File: src/rtl/if_id_decode_pkg.sv
// Shared definitions for the 8-bit MIPS IF/ID + decode slice: instruction
// field positions, opcodes, ALU operation codes and the ID/EX bundle type.
package if_id_decode_pkg;

  localparam int INS_W  = 24;
  localparam int ADDR_W = 8;
  localparam int REG_AW = 3;
  localparam int OP_W   = 5;

  // Instruction field bit positions
  localparam int OP_HI  = 23;
  localparam int OP_LO  = 19;
  localparam int RD_HI  = 18;
  localparam int RD_LO  = 16;
  localparam int RS1_HI = 15;
  localparam int RS1_LO = 13;
  localparam int RS2_HI = 12;
  localparam int RS2_LO = 10;
  localparam int IMM_HI = 7;
  localparam int IMM_LO = 0;

  localparam logic [OP_W-1:0] OP_NOP  = 5'h00;
  localparam logic [OP_W-1:0] OP_ADD  = 5'h01;
  localparam logic [OP_W-1:0] OP_SUB  = 5'h02;
  localparam logic [OP_W-1:0] OP_AND  = 5'h03;
  localparam logic [OP_W-1:0] OP_OR   = 5'h04;
  localparam logic [OP_W-1:0] OP_XOR  = 5'h05;
  localparam logic [OP_W-1:0] OP_ADDI = 5'h06;
  localparam logic [OP_W-1:0] OP_LD   = 5'h07;
  localparam logic [OP_W-1:0] OP_ST   = 5'h08;
  localparam logic [OP_W-1:0] OP_JMP  = 5'h09;

  localparam logic [INS_W-1:0] NOP_WORD = 24'h000000;

  typedef enum logic [2:0] {
    ALU_ADD = 3'd0,
    ALU_SUB = 3'd1,
    ALU_AND = 3'd2,
    ALU_OR  = 3'd3,
    ALU_XOR = 3'd4
  } alu_op_t;

  typedef struct packed {
    logic              valid;
    logic [OP_W-1:0]   opcode;
    logic [REG_AW-1:0] rd;
    logic [REG_AW-1:0] rs1;
    logic [REG_AW-1:0] rs2;
    logic [7:0]        imm;
    logic [ADDR_W-1:0] pc;
    alu_op_t           alu_op;
    logic              alu_imm;
    logic              reg_write;
    logic              mem_read;
    logic              mem_write;
  } ex_bundle_t;

  // ALU ops, ADDI, LD and ST all read rs1
  function automatic logic reads_rs1(input logic [OP_W-1:0] op);
    return (op >= OP_ADD) && (op <= OP_ST);
  endfunction

  // Register-register ALU ops and ST (store data) read rs2
  function automatic logic reads_rs2(input logic [OP_W-1:0] op);
    return ((op >= OP_ADD) && (op <= OP_XOR)) || (op == OP_ST);
  endfunction

endpackage

File: src/rtl/if_id_decode_hazard.sv
// Hazard/redirect decisions for the IF/ID stage: load-use stall against the
// load sitting in ID/EX, jump redirect, and squash of wrong-path words.
module hazard_unit
  import if_id_decode_pkg::*;
(
  input  logic              reset,
  input  logic              ifid_valid,
  input  logic [OP_W-1:0]   ifid_opcode,
  input  logic [REG_AW-1:0] ifid_rs1,
  input  logic [REG_AW-1:0] ifid_rs2,
  input  logic              ex_valid,
  input  logic              ex_mem_read,
  input  logic [REG_AW-1:0] ex_rd,
  input  logic              flush_pending,
  output logic              stall,
  output logic              jump,
  output logic              squash
);

  logic raw_hazard;

  // Stall/jump/squash decisions; all forced low while reset is asserted
  always_comb begin
    raw_hazard = ex_valid & ex_mem_read & ifid_valid &
                 ((reads_rs1(ifid_opcode) & (ifid_rs1 == ex_rd)) |
                  (reads_rs2(ifid_opcode) & (ifid_rs2 == ex_rd)));
    stall  = reset & raw_hazard;
    jump   = reset & ifid_valid & (ifid_opcode == OP_JMP) & ~raw_hazard;
    // The word arriving alongside a redirect, and the one after, are wrong-path
    squash = jump | flush_pending;
  end

endmodule

File: src/rtl/if_id_decode.sv
// IF/ID pipeline register and decode stage of the 8-bit MIPS core. Holds the
// IF/ID, ID/EX and flush_pending flops; feeds stall/jump control back to fetch.
module if_id_decode
  import if_id_decode_pkg::*;
(
  input  logic              clk,
  input  logic              reset,
  input  logic [INS_W-1:0]  ins,
  input  logic [ADDR_W-1:0] pc_in,
  output logic              Stall,
  output logic              Stall_pm,
  output logic              pc_mux_sel,
  output logic [ADDR_W-1:0] jmp_loc,
  output logic              ex_valid,
  output logic [OP_W-1:0]   ex_opcode,
  output logic [REG_AW-1:0] ex_rd,
  output logic [REG_AW-1:0] ex_rs1,
  output logic [REG_AW-1:0] ex_rs2,
  output logic [7:0]        ex_imm,
  output logic [ADDR_W-1:0] ex_pc,
  output logic [2:0]        ex_alu_op,
  output logic              ex_alu_imm,
  output logic              ex_reg_write,
  output logic              ex_mem_read,
  output logic              ex_mem_write,
  output logic              illegal_op
);

  logic              ifid_valid_r;
  logic [INS_W-1:0]  ifid_ins_r;
  logic [ADDR_W-1:0] ifid_pc_r;
  logic              flush_pending_r;
  ex_bundle_t        ex_r;
  ex_bundle_t        ex_next;
  logic              illegal_r;
  logic              illegal_next;
  logic              stall;
  logic              jump;
  logic              squash;
  logic [OP_W-1:0]   ifid_op;
  logic              unused_zero_bits;

  assign ifid_op          = ifid_ins_r[OP_HI:OP_LO];
  assign unused_zero_bits = ^ifid_ins_r[9:8];

  hazard_unit u_hazard (
    .reset         (reset),
    .ifid_valid    (ifid_valid_r),
    .ifid_opcode   (ifid_op),
    .ifid_rs1      (ifid_ins_r[RS1_HI:RS1_LO]),
    .ifid_rs2      (ifid_ins_r[RS2_HI:RS2_LO]),
    .ex_valid      (ex_r.valid),
    .ex_mem_read   (ex_r.mem_read),
    .ex_rd         (ex_r.rd),
    .flush_pending (flush_pending_r),
    .stall         (stall),
    .jump          (jump),
    .squash        (squash)
  );

  // IF/ID register: load, hold on hazard, or squash to an invalid NOP
  always_ff @(posedge clk) begin
    if (!reset) begin
      ifid_valid_r    <= 1'b0;
      ifid_ins_r      <= NOP_WORD;
      ifid_pc_r       <= 8'h00;
      flush_pending_r <= 1'b0;
    end else begin
      flush_pending_r <= jump;
      if (stall) begin
        ifid_valid_r <= ifid_valid_r;
        ifid_ins_r   <= ifid_ins_r;
        ifid_pc_r    <= ifid_pc_r;
      end else if (squash) begin
        ifid_valid_r <= 1'b0;
        ifid_ins_r   <= NOP_WORD;
        ifid_pc_r    <= 8'h00;
      end else begin
        ifid_valid_r <= 1'b1;
        ifid_ins_r   <= ins;
        ifid_pc_r    <= pc_in;
      end
    end
  end

  // Decoder: IF/ID word to next ID/EX bundle; bubble when stalled or invalid
  always_comb begin
    ex_next      = '0;
    illegal_next = 1'b0;
    if (ifid_valid_r && !stall) begin
      ex_next.valid = 1'b1;
      ex_next.pc    = ifid_pc_r;
      if (ifid_op <= OP_JMP) begin
        ex_next.opcode = ifid_op;
        ex_next.rd     = ifid_ins_r[RD_HI:RD_LO];
        ex_next.rs1    = ifid_ins_r[RS1_HI:RS1_LO];
        ex_next.rs2    = ifid_ins_r[RS2_HI:RS2_LO];
        ex_next.imm    = ifid_ins_r[IMM_HI:IMM_LO];
        case (ifid_op)
          OP_ADD:  begin ex_next.alu_op = ALU_ADD; ex_next.reg_write = 1'b1; end
          OP_SUB:  begin ex_next.alu_op = ALU_SUB; ex_next.reg_write = 1'b1; end
          OP_AND:  begin ex_next.alu_op = ALU_AND; ex_next.reg_write = 1'b1; end
          OP_OR:   begin ex_next.alu_op = ALU_OR;  ex_next.reg_write = 1'b1; end
          OP_XOR:  begin ex_next.alu_op = ALU_XOR; ex_next.reg_write = 1'b1; end
          OP_ADDI: begin ex_next.alu_imm = 1'b1; ex_next.reg_write = 1'b1; end
          OP_LD: begin
            ex_next.alu_imm   = 1'b1;
            ex_next.reg_write = 1'b1;
            ex_next.mem_read  = 1'b1;
          end
          OP_ST: begin
            ex_next.alu_imm   = 1'b1;
            ex_next.mem_write = 1'b1;
          end
          default: ex_next.alu_op = ALU_ADD;  // NOP and JMP: no side effects
        endcase
      end else begin
        // Undefined opcode retires as a NOP that still occupies the slot
        illegal_next = 1'b1;
      end
    end else begin
      ex_next      = '0;
      illegal_next = 1'b0;
    end
  end

  // ID/EX register and the one-cycle illegal-opcode pulse
  always_ff @(posedge clk) begin
    if (!reset) begin
      ex_r      <= '0;
      illegal_r <= 1'b0;
    end else begin
      ex_r      <= ex_next;
      illegal_r <= illegal_next;
    end
  end

  assign Stall        = stall;
  assign Stall_pm     = stall;
  assign pc_mux_sel   = jump;
  assign jmp_loc      = jump ? ifid_ins_r[IMM_HI:IMM_LO] : 8'h00;
  assign ex_valid     = ex_r.valid;
  assign ex_opcode    = ex_r.opcode;
  assign ex_rd        = ex_r.rd;
  assign ex_rs1       = ex_r.rs1;
  assign ex_rs2       = ex_r.rs2;
  assign ex_imm       = ex_r.imm;
  assign ex_pc        = ex_r.pc;
  assign ex_alu_op    = ex_r.alu_op;
  assign ex_alu_imm   = ex_r.alu_imm;
  assign ex_reg_write = ex_r.reg_write;
  assign ex_mem_read  = ex_r.mem_read;
  assign ex_mem_write = ex_r.mem_write;
  assign illegal_op   = illegal_r;

endmodule
File: config.mk
export PLATFORM = sky130hd
export DESIGN_NAME = if_id_decode
export DESIGN_NICKNAME = d
export VERILOG_FILES = /design/src/rtl/if_id_decode_pkg.sv /design/src/rtl/if_id_decode_hazard.sv /design/src/rtl/if_id_decode.sv
export SDC_FILE = /design/constraint.sdc
export NUM_CORES = 1
export LEC_CHECK = 0
export BUFFER_PORTS_ARGS = -buffer_cell sky130_fd_sc_hd__buf_2
export CORE_MARGIN = 5
export CORE_UTILIZATION = 50
export DETAILED_ROUTE_END_ITERATION = 16
export GPL_ROUTABILITY_DRIVEN = 0
export PLACE_DENSITY = 0.77
export SETUP_SLACK_MARGIN = 0.15
export SLEW_MARGIN = 40
export SYNTH_ARGS = -nofsm -noshare
export SYNTH_HDL_FRONTEND = slang
export SYNTH_SLANG_ARGS = --single-unit
File: constraint.sdc
create_clock -name clk -period 2.4 [get_ports clk]
set_clock_uncertainty 0.15 [all_clocks]
set_input_delay 0.12 -clock clk [delete_from_list [all_inputs] [get_ports clk]]
set_output_delay 0.12 -clock clk [all_outputs]
set_load 0.01 [all_outputs]
==> Word-level counts from Yosys, hierarchy flattened <==
Cells that the tools add are included.
{ "op_classes": {"n_lt_le_gt_ge": 4, "eq_ne": 11, "mux": 13, "bitwise": 12, "n_reduce_logical": 9} }
{ "op_table": {"columns": ["op", "count"], "rows": [
  ["2-to-1 mux 38 bit", 1],
  ["2-to-1 mux 24 bit", 1],
  ["2-to-1 mux 22 bit", 1],
  ["equality test 5 x 3 -> 1 bit, second input constant", 4],
  ["2-to-1 mux 8 bit", 2],
  ["one-hot mux 3 bit (4 select lines)", 1],
  ["equality test 5 x 2 -> 1 bit, second input constant", 2],
  ["equality test 5 x 4 -> 1 bit, second input constant", 2],
  ["<= comparator 5 x 4 -> 1 bit, second input constant", 2],
  ["AND 1 bit", 9],
  ["2-to-1 mux 7 bit", 1],
  ["OR reduction 7 bit", 1],
  ["equality test 3 bit", 2],
  ["2-to-1 mux 1 bit", 6],
  ["equality test 5 x 1 -> 1 bit, second input constant", 1],
  [">= comparator 5 x 1 -> 1 bit, second input constant", 1],
  ["<= comparator 5 x 3 -> 1 bit, second input constant", 1],
  ["logical AND 1 bit", 3],
  ["AND reduction 3 bit", 1],
  ["OR reduction 3 bit", 1],
  ["OR 1 bit", 2],
  ["AND reduction 2 bit", 1],
  ["zero test 1 bit", 1],
  ["logical OR 1 bit", 1],
  ["NOT 1 bit", 1]
]} }
{ "word_totals": {"regBits": 73, "inputBits": 34, "output_inout_bits": 50, "wordCells": 66} }

==> Longest topological paths before layout <==
{ "logic_depth": {"word_depth": 10, "depth_mapped": 9, "mapped_depth_nobuf": 5} }

==> By module <==
A second synthesis with hierarchy kept.
{ "hier_totals": {"hier_cells": 195, "area_unflattened_um2": 2349.8} }
{ "modules_own_cells": {"columns": ["module", "instances", "cells_per_inst", "area_per_inst_um2", "seq_area_each_um2"], "rows": [
  ["if_id_decode", 1, 178, 2225.9, 1421.4],
  ["hazard_unit", 1, 17, 123.9, 0.0]
]} }

==> Worst setup path after synthesis <==
No wires, ideal clock.
{ "synth_timing": {"kind": "register to output", "from": "register ex_r, in the netlist ex_rd[2]", "to": "output port Stall_pm", "t_arrival_ns": 1.733, "required_ns": 2.130, "path_slack_ns": 0.397, "stages_incl_launch_ff": 9, "n_path_buf": 3, "cell_sequence": "dfxtp_1 xor2_1 nor4_1 o31ai_2 a21oi_2 buf_6 buf_6 and2_1 buf_4"} }
{ "synth_via": {"elab_chain_cells": 5, "elab_cells_between_ends": 7, "cone_classes": "2 x eq/ne; 5 x bitwise"} }
{ "synth_rtl": {"columns": ["element", "line_no", "text"], "rows": [
  ["start, declared", "if_id_decode.sv:33", "ex_bundle_t ex_r;"],
  ["start signal, assigned", "if_id_decode.sv:133", "ex_r <= ex_next;"],
  ["equality test 3 bit, on equally long branches", "if_id_decode_hazard.sv:25, if_id_decode_hazard.sv:26", null],
  ["AND 1 bit, on equally long branches", "if_id_decode_hazard.sv:25, if_id_decode_hazard.sv:26", null],
  ["OR 1 bit (*)", "if_id_decode_hazard.sv:25", "((reads_rs1(ifid_opcode) & (ifid_rs1 == ex_rd)) |"],
  ["AND 1 bit (*)", "if_id_decode_hazard.sv:24", "raw_hazard = ex_valid & ex_mem_read & ifid_valid &"],
  ["AND 1 bit (*)", "if_id_decode_hazard.sv:27", "stall = reset & raw_hazard;"],
  ["end, declared", "if_id_decode.sv:11", "output logic Stall_pm,"]
]} }
Every way passes the cells marked *; elsewhere a longest branch is shown, timed or not.

==> Worst setup path in the final report <==
{ "layout_timing": {"from": "register ifid_ins_r[11]", "to": "output port Stall"} }
{ "layout_via": {"elab_chain_cells": 5} }
{ "layout_rtl": {"columns": ["element", "line_no", "text"], "rows": [
  ["start, declared", "if_id_decode.sv:30", "logic [INS_W-1:0] ifid_ins_r;"],
  ["start signal, assigned", "if_id_decode.sv:72", "ifid_ins_r <= ifid_ins_r;"],
  ["start signal, assigned", "if_id_decode.sv:80", "ifid_ins_r <= ins;"],
  ["equality test 3 bit", "if_id_decode_hazard.sv:26", "(reads_rs2(ifid_opcode) & (ifid_rs2 == ex_rd)));"],
  ["AND 1 bit", "if_id_decode_hazard.sv:26", null],
  ["OR 1 bit", "if_id_decode_hazard.sv:25", null],
  ["AND 1 bit", "if_id_decode_hazard.sv:24", null],
  ["AND 1 bit", "if_id_decode_hazard.sv:27", null],
  ["end, declared", "if_id_decode.sv:10", "output logic Stall,"]
]} }
No other way between the ends.

==> impl_summary.log <==
INFO  metric status = finished clean
INFO  metric yosys_register_bits = 71
INFO  metric grt_setup_unrepaired = yes
INFO  metric cts_sinks = 71
INFO  metric pin_count = 84
INFO  metric fmax = 452.6 MHz
INFO  metric synthCells = 298
INFO  metric total_leakage_power = 1.754 nW
INFO  metric numPortBuffers = 81
INFO  metric num_vias = 2517
INFO  metric firstDrtPassIters = 5
INFO  metric post-route-period-util = 92.06%
INFO  metric gr-usage-all-layers = 19.92%
INFO  metric nFillCells = 445
INFO  metric final-max-slew-violation-count = 0
INFO  metric die_w = 86.61 µm
INFO  metric dominant_combinational_cell_family_by_area_after_synthesis = simple AND/OR/NAND/NOR gates
INFO  metric slew_headroom = 58.88%
INFO  metric tritoncts.num_buffers = 9
INFO  metric worst_ep_required_time = 2130 ps
INFO  metric yosys.area_share.xor_xnor = 1.791%
INFO  metric fin_hold_ws = 179.1 ps
INFO  metric placementRows = 28
INFO  metric min-delay-path-class = primary input to register
INFO  metric setup.worst_path.start = ifid_ins_r[11]
INFO  metric dpl.hpwl = 4.307 mm
INFO  metric initial_core_util = 50.45%
INFO  metric fin_setup_tns = 0 ps
INFO  metric critical_path_peak_fanout = 4
INFO  metric drt_iter0_drc = 163
INFO  metric seqCellArea = 1438 µm²
INFO  metric cts_tree = yes
INFO  metric route.final.wire_length = 7.528 mm
INFO  metric synth_seq_area_share = 48.44%
INFO  metric post-route-util = 70.09%
INFO  metric antenna_left = 0
INFO  metric drc_errors = 0
INFO  metric arrival = 1940 ps
INFO  metric ctsRootBufferMaster = clkbuf_8
INFO  metric n_antenna_cell = 0
INFO  metric critPathLaunchType = register
INFO  metric syn_nets = 332
INFO  metric largest_net_degree_at_the_start_of_global_routing = 34
INFO  metric floorplan.core_area = 5816 µm²
INFO  metric timing_worst_setup_path_type = register to output pin
INFO  metric clkTransAtPathRegs = 80 ps
INFO  metric synth.yosys.warnings = 0
INFO  metric synth-simple-area-share = 31.64%
INFO  metric viasPerCell = 5.075
INFO  metric finalSetupViolCount = 0
INFO  metric drv_cap = 0
INFO  metric grt_pass1_vias = 2315
INFO  metric grt_pass1_wl = 11.43 mm
INFO  metric grt_overflow_total = 0
INFO  metric synth.area.mux_share = 10.28%
INFO  metric dieArea = 7500 µm²
INFO  metric r2r_start = ifid_ins_r[11]
INFO  metric layout-drive-gt1-share = 42.04%
INFO  metric cts_htree_levels = 3
INFO  metric timing.critical_path.to_type = output pin
INFO  metric synth.avg_cell_area = 9.846 µm²
INFO  metric post_drt_wl_per_cell = 15.18 µm
INFO  metric fin_crit = 2209 ps
INFO  metric distinct_cells_synth = 34
INFO  metric synth_compound_gate_area_share = 2.047%
INFO  metric syn-cell-area = 2934 µm²
INFO  metric largest_vdd_supply_drop = 0.0004024 V
INFO  metric ctsLongestPathBuffers = 2
INFO  metric timing_hold_violations_final = 0
INFO  metric synth-adder-area-share = 0%
INFO  metric final_nets = 450
INFO  metric insertion_delay = 340 ps
INFO  metric layout-area-overhead-vs-synth = 38.93%
INFO  metric die_h = 86.61 µm
INFO  metric worst_slew_pin_slew = 614.5 ps
INFO  metric multiInputGateArea = 1410 µm²
INFO  metric grt_antenna_before_repair = 0
INFO  metric hp-start = reset
INFO  metric cellPowerDensity = 602.5 nW/µm²
## what timing repair did
action	in CTS	in global routing
gates resized for setup	11	12
gates cloned	1	0
endpoints found under the hold margin	30	0
endpoints found under the setup margin	10	11
pin swaps	2	3
buffers inserted	7	4
hold buffers	30	0
## placed cells by master (no fill, tap or decap), types with 4 or more instances in the layout
master	count
nand2_1	83
buf_2	79
dfxtp_1	64
nor3_2	30
dlygate4sd3_1	30
mux2i_1	29
buf_4	16
nor2_1	10
clkbuf_8	10
nor3b_2	8
xor2_1	5
and2_1	4
dfxtp_2	4
## report_power, final
group	total (mW)	switching (mW)	internal (mW)
logic	0.265	0.139	0.126
registers	1.26	0.0370	1.22
clock network	0.930	0.426	0.504
total	2.46	0.602	1.85
## Yosys cell counts
| cell | number | area (µm²) |
|---|---|---|
| nand2_1 | 84 | 315.3 |
| dfxtp_1 | 71 | 1421 |
| nor3_2 | 31 | 310.3 |
| mux2i_1 | 29 | 290.3 |
| nor2_1 | 10 | 37.54 |
| clkbuf_1 | 9 | 33.78 |
| nor3b_2 | 8 | 100.1 |
| buf_2 | 7 | 35.03 |
| buf_6 | 7 | 78.83 |
| xor2_1 | 6 | 52.55 |
| and2_1 | 5 | 31.28 |
| nand2b_1 | 3 | 18.77 |
| nor3_1 | 3 | 15.01 |
| nor4_1 | 3 | 18.77 |
| inv_1 | 2 | 7.510 |
| nand3_1 | 2 | 10.01 |
| a2111oi_2 | 1 | 15.01 |
| a21oi_1 | 1 | 5.000 |
| a21oi_2 | 1 | 8.760 |
| a31oi_1 | 1 | 6.260 |
| and2_4 | 1 | 8.760 |
| buf_1 | 1 | 3.750 |
| buf_4 | 1 | 7.510 |
| conb_1 | 1 | 3.750 |
| mux2_2 | 1 | 11.26 |
| nand3b_1 | 1 | 7.510 |
| nand4_1 | 1 | 6.260 |
| nor2_4 | 1 | 11.26 |
| nor3_4 | 1 | 16.27 |
| o21a_1 | 1 | 7.510 |
| o21ai_1 | 1 | 5.000 |
| o31ai_2 | 1 | 12.51 |
| or4_1 | 1 | 7.510 |
| or4b_4 | 1 | 13.76 |
## metrics by stage
step                instances  power, mW  setup WS [ps]  cell area, µm²
global placement          438      1.485          376.9            3381
global route              496      2.561          112.1            4076
finish                    496      2.456          190.6            4076
floorplan                 298      1.412          396.6            2934
detailed placement        438      1.491          319.9            3381
CTS                       492      2.453          153.6            3988
## cells by family after synthesis
group	Yosys count
buffers and inverters	27
XOR/XNOR	6
AO/OA/AOI/OAI	7
flip-flops	71
other	1
AND/OR/NAND/NOR	156
multiplexers	30
## worst max-delay path, stage by stage (launching register included)
cell	delay (ps)
dfxtp_2	340
xor2_2	180
nor4_4	300
o31ai_4	130
a21oi_4	260
buf_8	140
and2_4	150
buf_6	100
## final timing paths
path / end / slack (ps) / cells after the start
setup / recovery: Stall / 190 / 7
hold / removal: ex_rd[1] / 180 / 3
setup reg to reg: ifid_ins_r[10] / 280 / 8
hold reg to reg: ex_rd[1] / 290 / 2
## sequential cells by signal (all words and copies together), names as in the netlist, 3 cells and up
| name | count |
|---|---|
| ifid_pc_r | 8 |
| ex_alu_op | 3 |
| ex_pc | 8 |
| ex_rd | 3 |
| ex_opcode | 5 |
| ex_imm | 8 |
| ex_rs1 | 3 |
| ifid_ins_r | 22 |
| ex_rs2 | 3 |
## final cells by class
cell class | instances | share of cell area (%)
sequential | 71 | 35.27
multi-input combinational | 200 | 34.59
timing repair buffer | 132 | 22.99
clock buffer | 12 | 3.560
tap | 75 | 2.302
clock inverter | 4 | 1.105
inverter | 2 | 0.1842
## per-layer routing
metal / track usage, % / up-vias / wire length (µm)
met2: 33.87 / 89 / 3910
met5: 0 / - / 0
met1: 24.04 / 1194 / 3027
li1: - / 1215 / -
met3: 3.232 / 19 / 407
met4: 10.62 / 0 / 184
No activity file was read; power rests on OpenSTA's default activity.
